--- src/rtl/matmul_engine.sv ---
// NxN unsigned matrix multiply: loads W then X (row-major), one MAC per cycle, streams R row-major.
// Latency: 2*N*N load beats, N*N*N compute cycles, N*N unload beats; in/out use valid-ready handshakes.
// Optional macro MATMUL_SAT_EN clamps results to 2^OW-1; otherwise results wrap modulo 2^OW.
module matmul_engine #(
    parameter int N  = 3,
    parameter int DW = 4,
    parameter int OW = 10
) (
    input  logic          clk,
    input  logic          rst_n,
    input  logic          start,
    input  logic          clear,
    input  logic          in_valid,
    output logic          in_ready,
    input  logic [DW-1:0] in_data,
    output logic          out_valid,
    input  logic          out_ready,
    output logic [OW-1:0] out_data,
    output logic          busy,
    output logic          done
);
    localparam int NN  = N * N;
    localparam int FW  = 2 * DW + $clog2(N);
    localparam int MW  = (FW > OW) ? FW : OW;
    localparam int IW  = $clog2(NN);
    localparam int KW  = $clog2(N);
    localparam int LCW = $clog2(2 * NN);
    localparam logic [KW-1:0]  KLAST = KW'(N - 1);
    localparam logic [IW-1:0]  ULAST = IW'(NN - 1);
    localparam logic [LCW-1:0] LLAST = LCW'(2 * NN - 1);

    typedef enum logic [1:0] {S_IDLE, S_LOAD, S_COMPUTE, S_UNLOAD} state_t;
    state_t state;

    logic [DW-1:0]  w_buf [NN];
    logic [DW-1:0]  x_buf [NN];
    logic [OW-1:0]  r_buf [NN];
    logic [LCW-1:0] load_cnt;
    logic [KW-1:0]  ci, cj, ck;
    logic [IW-1:0]  u_idx;
    logic [FW-1:0]  acc, acc_next;
    logic [2*DW-1:0] prod;
    logic [IW-1:0]  w_idx, x_idx, r_idx;
    logic [OW-1:0]  red;

    assign busy     = (state != S_IDLE);
    assign in_ready = (state == S_LOAD);

    always_comb begin
        w_idx    = IW'(ci * N + ck);
        x_idx    = IW'(ck * N + cj);
        r_idx    = IW'(ci * N + cj);
        prod     = w_buf[w_idx] * x_buf[x_idx];
        acc_next = ((ck == '0) ? '0 : acc) + FW'(prod);
`ifdef MATMUL_SAT_EN
        if (MW'(acc_next) > MW'({OW{1'b1}}))
            red = {OW{1'b1}};
        else
            red = OW'(acc_next);
`else
        red = OW'(acc_next);
`endif
    end

    // Buffers are fully rewritten by every job, so they need no reset.
    always_ff @(posedge clk) begin
        if (state == S_LOAD && in_valid) begin
            if (load_cnt < LCW'(NN))
                w_buf[IW'(load_cnt)] <= in_data;
            else
                x_buf[IW'(load_cnt - LCW'(NN))] <= in_data;
        end
        if (state == S_COMPUTE && ck == KLAST)
            r_buf[r_idx] <= red;
    end

    always_ff @(posedge clk or negedge rst_n) begin
        if (!rst_n) begin
            state     <= S_IDLE;
            load_cnt  <= '0;
            ci        <= '0;
            cj        <= '0;
            ck        <= '0;
            u_idx     <= '0;
            acc       <= '0;
            out_valid <= 1'b0;
            out_data  <= '0;
            done      <= 1'b0;
        end else begin
            done <= 1'b0;
            if (clear) begin
                state     <= S_IDLE;
                load_cnt  <= '0;
                ci        <= '0;
                cj        <= '0;
                ck        <= '0;
                u_idx     <= '0;
                acc       <= '0;
                out_valid <= 1'b0;
                out_data  <= '0;
            end else begin
                case (state)
                    S_IDLE: begin
                        if (start) begin
                            state    <= S_LOAD;
                            load_cnt <= '0;
                        end
                    end
                    S_LOAD: begin
                        if (in_valid) begin
                            if (load_cnt == LLAST) begin
                                state    <= S_COMPUTE;
                                load_cnt <= '0;
                                ci       <= '0;
                                cj       <= '0;
                                ck       <= '0;
                            end else begin
                                load_cnt <= load_cnt + 1'b1;
                            end
                        end
                    end
                    S_COMPUTE: begin
                        acc <= acc_next;
                        if (ck == KLAST) begin
                            ck <= '0;
                            if (cj == KLAST) begin
                                cj <= '0;
                                if (ci == KLAST) begin
                                    // r_buf[0] was written long ago; only the last element lands this cycle.
                                    ci        <= '0;
                                    state     <= S_UNLOAD;
                                    out_valid <= 1'b1;
                                    out_data  <= r_buf[0];
                                    u_idx     <= '0;
                                end else begin
                                    ci <= ci + 1'b1;
                                end
                            end else begin
                                cj <= cj + 1'b1;
                            end
                        end else begin
                            ck <= ck + 1'b1;
                        end
                    end
                    S_UNLOAD: begin
                        if (out_ready) begin
                            if (u_idx == ULAST) begin
                                state     <= S_IDLE;
                                out_valid <= 1'b0;
                                out_data  <= '0;
                                u_idx     <= '0;
                                done      <= 1'b1;
                            end else begin
                                u_idx    <= u_idx + 1'b1;
                                out_data <= r_buf[u_idx + 1'b1];
                            end
                        end
                    end
                    default: state <= S_IDLE;
                endcase
            end
        end
    end
endmodule

--- config.mk ---
export PLATFORM = sky130hd
export DESIGN_NAME = matmul_engine
export DESIGN_NICKNAME = d
export VERILOG_FILES = /design/src/rtl/matmul_engine.sv
export SDC_FILE = /design/constraint.sdc
export NUM_CORES = 1
export LEC_CHECK = 0
export CORE_MARGIN = 3
export CORE_UTILIZATION = 45
export DETAILED_ROUTE_END_ITERATION = 12
export PLACE_DENSITY = 0.72
export SETUP_SLACK_MARGIN = 0.2
export SYNTH_ARGS = -nofsm -noshare
export SYNTH_HDL_FRONTEND = slang
export SYNTH_SLANG_ARGS = --single-unit
export TNS_END_PERCENT = 1
--- constraint.sdc ---
create_clock -name clk -period 7.35 [get_ports clk]
set_clock_uncertainty 0.2 [all_clocks]
set_input_delay 1.8375 -clock clk [delete_from_list [all_inputs] [get_ports clk]]
set_output_delay 1.8375 -clock clk [all_outputs]
set_load 0.02 [all_outputs]
* Word-level counts from Yosys, hierarchy flattened
Memories as Yosys holds them, arrays and structs flattened. Index checks and enable logic that the tools add are counted.
Storage, ports and cells: memories 3, output and inout port bits 14, register bits after elaboration 39, bits of input ports 10, memory bits (writable) 162
Memory list:
- r_buf | depth 9, bits a word 10, rd ports 2, clocked after Yosys merged registers in 0, write ports 1, RTL line 37 | logic [OW-1:0] r_buf [NN];
- w_buf | depth 9, bits a word 4, rd ports 1, clocked after Yosys merged registers in 0, write ports 1, RTL line 35 | logic [DW-1:0] w_buf [NN];
- x_buf | depth 9, bits a word 4, rd ports 1, clocked after Yosys merged registers in 0, write ports 1, RTL line 36 | logic [DW-1:0] x_buf [NN];
Operators by class: equal/unequal tests 16, muxes and demuxes 65, $lt $le $gt $ge 1, reduce and logical (&&, ||, !) cells 16, $mul 3, $add $sub $neg 10
Operators with widths (count):
- 10-bit two-way mux | 9
- 2-bit two-way mux | 20
- 4-bit two-way mux | 6
- 5-bit two-way mux | 4
- 10-bit case mux with 2 select lines | 1
- 1-bit two-way mux | 18
- 4-bit by 2-bit adder with 4-bit output | 3
- 3-bit by 2-bit != test with 1-bit output, second input constant | 4
- 3-bit != test, second input constant | 4
- 2-bit case mux with 2 select lines | 3
- 10-bit by 8-bit adder with 10-bit output | 1
- 2-bit equality test, second input constant | 5
- 5-bit case mux with 2 select lines | 1
- 5-bit AND reduction | 2
- 3-bit nonzero test | 3
- 2-bit by 2-bit multiplier with 4-bit output, second input constant | 2
- 4-bit by 4-bit multiplier with 8-bit output | 1
- 2-bit case mux with 4 select lines | 1
- 4-bit case mux with 2 select lines | 1
- 8-bit AND reduction | 1
- 2-bit by 1-bit adder with 2-bit output, second input constant | 3
- 3-bit AND reduction | 2
- 6-bit AND reduction | 1
- 5-bit by 1-bit adder with 5-bit output, second input constant | 1
- 11 further kinds | 14

* Logic depth before layout (Yosys ltp)
An unclocked memory read counts as a cell.
word-level depth 7, gate-level depth with buffers 23, mapped depth without buffers 23

* Least setup slack after synthesis
Ideal clock, no wire load.
kind register to register, from register cj[1], to memory r_buf[0][8] (data pin), data required time 6873 ps, setup slack 1511 ps, path buffers 0, period minus slack after synthesis 5839 ps, data arrival time 5362 ps, stages on the path, launching flop included 22, cell sequence dfrtp_1 -> inv_1 -> fa_1 -> inv_1 -> ha_1 -> inv_1 -> fa_1 -> nand2_1 -> o22ai_1 -> a221oi_1 -> mux2i_1 -> or2_1 -> fa_1 -> fa_1 -> fa_1 -> inv_1 -> ha_1 -> o211ai_1 -> o21ai_0 -> o31ai_1 -> xor2_1 -> inv_1
On the way: word-level cells in the longest chain between the ends 4
Ends and longest elaborated chain:
- from (decl) | RTL line 39 | logic [KW-1:0] ci, cj, ck;
- from (signal assigned) | RTL line 139 | cj <= cj + 1'b1;
- 4-bit by 2-bit adder with 4-bit output | RTL line 51 | x_idx = IW'(ck * N + cj);
- memory 9 x 4 bit
- 4-bit by 4-bit multiplier with 8-bit output | RTL line 53 | prod = w_buf[w_idx] * x_buf[x_idx];
- 10-bit by 8-bit adder with 10-bit output | RTL line 54 | acc_next = ((ck == '0) ? '0 : acc) + FW'(prod);
- net acc_next[8] | RTL line 41 | logic [FW-1:0] acc, acc_next;
- to (decl) | RTL line 37
The timed path passes the listed nets, and every way through them passes these cells.

* Worst setup path in the final report
from register ck[1], to memory r_buf[8][9] (data pin)
On the way: word-level cells in the longest chain between the ends 5
Ends and longest elaborated chain:
- from (decl) | RTL line 39
- from (signal assigned) | RTL line 142 | ck <= ck + 1'b1;
- 2-bit by 2-bit multiplier with 4-bit output | RTL line 51
- 4-bit by 2-bit adder with 4-bit output | RTL line 51
- memory 9 x 4 bit
- 4-bit by 4-bit multiplier with 8-bit output | RTL line 53
- 10-bit by 8-bit adder with 10-bit output (*) | RTL line 54
- net acc_next[9] | RTL line 41
Mark *: on every way through the listed nets, which the timed path passes. The rest lies on a longest branch.

==> impl_metrics.yaml <==
outcome:
  status: "completed"
setup_path:
  critPathTopFamily: "adder cells"
  cp-end-kind: "flop"
  path_buf_inv: 4
  cp_common_cell: "fa_1"
  r2r-start: "ck[1]"
  required_ns: 7.36
  crit_slowest_cell: "fa_1"
  critPathLaunchType: "flop"
  arrival_ns: 6.38
  crit_fanout: 9
  reg2reg_to: "r_buf[8][9]"
  worstSetupPathType: "reg2reg"
  reg2reg_slack_ns: 0.98
  reg2reg_depth: 20
  cp_cell_sequence: "inv_1, fa_1, inv_1, ha_1, inv_1, fa_1, nand2_1, o22ai_1, a221oi_1, mux2i_1, or2_1, fa_1, fa_1, fa_1, inv_1, ha_1, a211oi_1, nor2_1, o21ai_0, xnor2_1"
  max_stage_delay_ns: 0.55
layout:
  final_common_cell: "edfxtp_1"
  antenna_cells: 0
  nets: 741
  fin_util: 0.523
  area_growth_pct: 11.7
  fill_cells: 1632
  final_area_sq_um: 10800
  final_cells: 959
  drive_gt1_frac: 0.158
  mostFrequentLayoutCells: "edfxtp_1, nor2_1, ha_1"
synth:
  ys.flop_type: "edfxtp_1"
  yosysWarnings: 0
  synth_nets: 708
  yosys_register_bits: 201
  synth_edf_count: 162
  synth.largest_area_cell: "edfxtp_1"
  avgSynthCellArea_sq_um: 15.1
  yosysSeqAreaShare: 0.605
  async_flop_share: 0.194
  synth_area_leaders: "edfxtp_1, dfrtp_1, mux4_2, ha_1, mux2i_1"
  yosysUniqueCellTypes: 68
  netlist.area_leader.share: 0.504
  synthesis.area_sq_um: 9650
  netlist_instances: 641
pwr:
  p_leak_nw: 3.91
  pwr-share-comb: 0.274
  finalPower_mw: 3.40
  switching_power_mw: 1.05
  pwr-share-clk: 0.293
  p_sw_frac: 0.308
  p_per_area_nw_per_um2: 315
  seqPwrFrac: 0.432
  intPower_mw: 2.35
  ir_drop_v: 0.000170
place:
  dp_cells: 921
  place_area_sq_um: 10100
  pre_cts_slack_ns: 1.01
  hpwl_mm: 13.2
  gp_congestion: 0.832
  port_buffers: 23
floorplan:
  start_util: 0.468
  die_h_um: 152
  die_area_sq_um: 23200
  core_sq_um: 20600
  io-pin-count: 24
  std_cell_rows: 52
  die_w_um: 152
clock_tree:
  cts_setup_buffers: 0
  clkLatencyLatePin_ns: 0.49
  cts_max_level: 1
  tritoncts: "done"
  clock_path_buffers: 3
  numCtsBuffers: 21
  postCtsHoldBufs: 0
  cts_num_sinks: 201
  cts-resized-gates: 0
  cts.reportedPaths.clkPinSlew_ns: 0.06
  clockRootBuffer: "clkbuf_16"
sta:
  timing.fmax_mhz: 157
  slew_viol_final: 0
  fin_setup_tns_ns: 0
  relSlewSlack: 0.214
  period_share: 0.867
  grt_setup_unrepaired: "no"
  hold_viol: 0
  final.setup.worst_slack_ns: 0.979
  hold_slack_ns: 0.309
  setup_viol: 0
  worst-slew-pin-transition_ns: 1.18
  layout_min_cycle_time_ns: 6.37
routing:
  antenna_left: 0
  vias: 5402
  post-route-drc-count: 0
  vias_per_cell: 5.63
  wl_per_cell_um: 20.4
  drt-total-wl_mm: 19.6
  drt_pre_antenna_iters: 7
  drt_iter0_drc: 405
worst_hold_path:
  min_path_cells: 2
  worstHoldPathType: "reg2reg"
  whs_endpoint: "out_data[9]"
  min-delay-start: "r_buf[8][9]"
grt:
  gr-total-overflow: 0
  grt_pass1_wl_mm: 31.8
  grt_pass1_vias: 5852
  grt_usage: 0.169
  antenna_found_initial: 0
  grt_max_degree: 40
run:
  maxCapViolCount: 0
## kinds of logic (layout without fill, tap and decap cells)
logic type,after synthesis,in the layout,share of synthesized area
xor gates and xnor gates,11,11,0.0115
DFF,201,201,0.605
buffers and inverters,57,105,0.0283
adders and majority gates,57,57,0.0840
muxes,72,72,0.114
AOI/OAI and AO/OA,87,87,0.0714
and+or+nand+nor,156,156,0.0861
## final cells by class
cell class                      count  area, sq um  area share
Multi-Input combinational cell    383         3540       0.329
Sequential cell                   201         5840       0.542
Tap cell                          270          338      0.0313
Timing Repair Buffer               31          285      0.0265
Inverter                           36          135      0.0125
Clock buffer                       31          573      0.0531
Clock inverter                      7         70.1     0.00650
## power by group through the flow
stage	Combinational [mW]	Clock [mW]	Sequential, mW
floorplan	0.682	0	1.49
detailed placement	0.934	0	1.49
finish	0.934	0.997	1.47
global placement	0.894	0	1.49
CTS	0.941	1.02	1.47
global route	1.05	1.06	1.48
## tightest hold or removal path, delay by kind of cell, from the launching register on
family | cells | cell delay (ns)
AO/OA/AOI/OAI | 2 | 0.15
flip-flops | 1 | 0.32
## worst max-delay path by stage
| stage | cells after the start | start | to | slack, ns |
|---|---|---|---|---|
| floorplan | 21 | cj[1] | r_buf[0][8] | 1.51 |
| global placement | 20 | cj[1] | r_buf[8][9] | 1.18 |
| detailed placement | 20 | cj[1] | r_buf[1][9] | 1.01 |
| CTS | 20 | cj[1] | r_buf[6][9] | 0.97 |
| global route | 20 | ck[1] | r_buf[5][9] | 0.55 |
| finish | 20 | ck[1] | r_buf[8][9] | 0.98 |
## cell usage after synthesis, drive strengths merged (2+ instances only)
master	number
a211oi	5
a21o	4
a21oi	7
a221oi	4
a222oi	10
a22o	2
a31oi	4
a32o	3
and2	18
buf	15
clkbuf	6
dfrtp	39
edfxtp	162
fa	13
ha	44
inv	36
mux2	11
mux2i	33
mux4	28
nand2	23
nand2b	12
nand3	7
nand3b	2
nand4b	2
nor2	49
nor2b	12
nor3	12
nor3b	4
o211ai	3
o21ai	31
o21bai	2
o22ai	4
or2	9
xnor2	4
xor2	7
## layer usage
layer / vias up / share of wire / global-route usage
met5: - / 0 / 0
met2: 161 / 0.51 / 0.298
li1: 2479 / - / -
met4: 0 / 0.022 / 0.0458
met1: 2731 / 0.42 / 0.218
met3: 31 / 0.050 / 0.0301
## state kept, by name (all words and copies together) (netlist names)
| name | count |
|---|---|
| r_buf | 90 |
| w_buf | 36 |
| x_buf | 36 |
| acc | 10 |
| out_data | 10 |
| load_cnt | 5 |
| u_idx | 4 |
| ci | 2 |
| cj | 2 |
| ck | 2 |
| state | 2 |
| done | 1 |
| out_valid | 1 |
No activity file was read; power rests on OpenSTA's default activity.
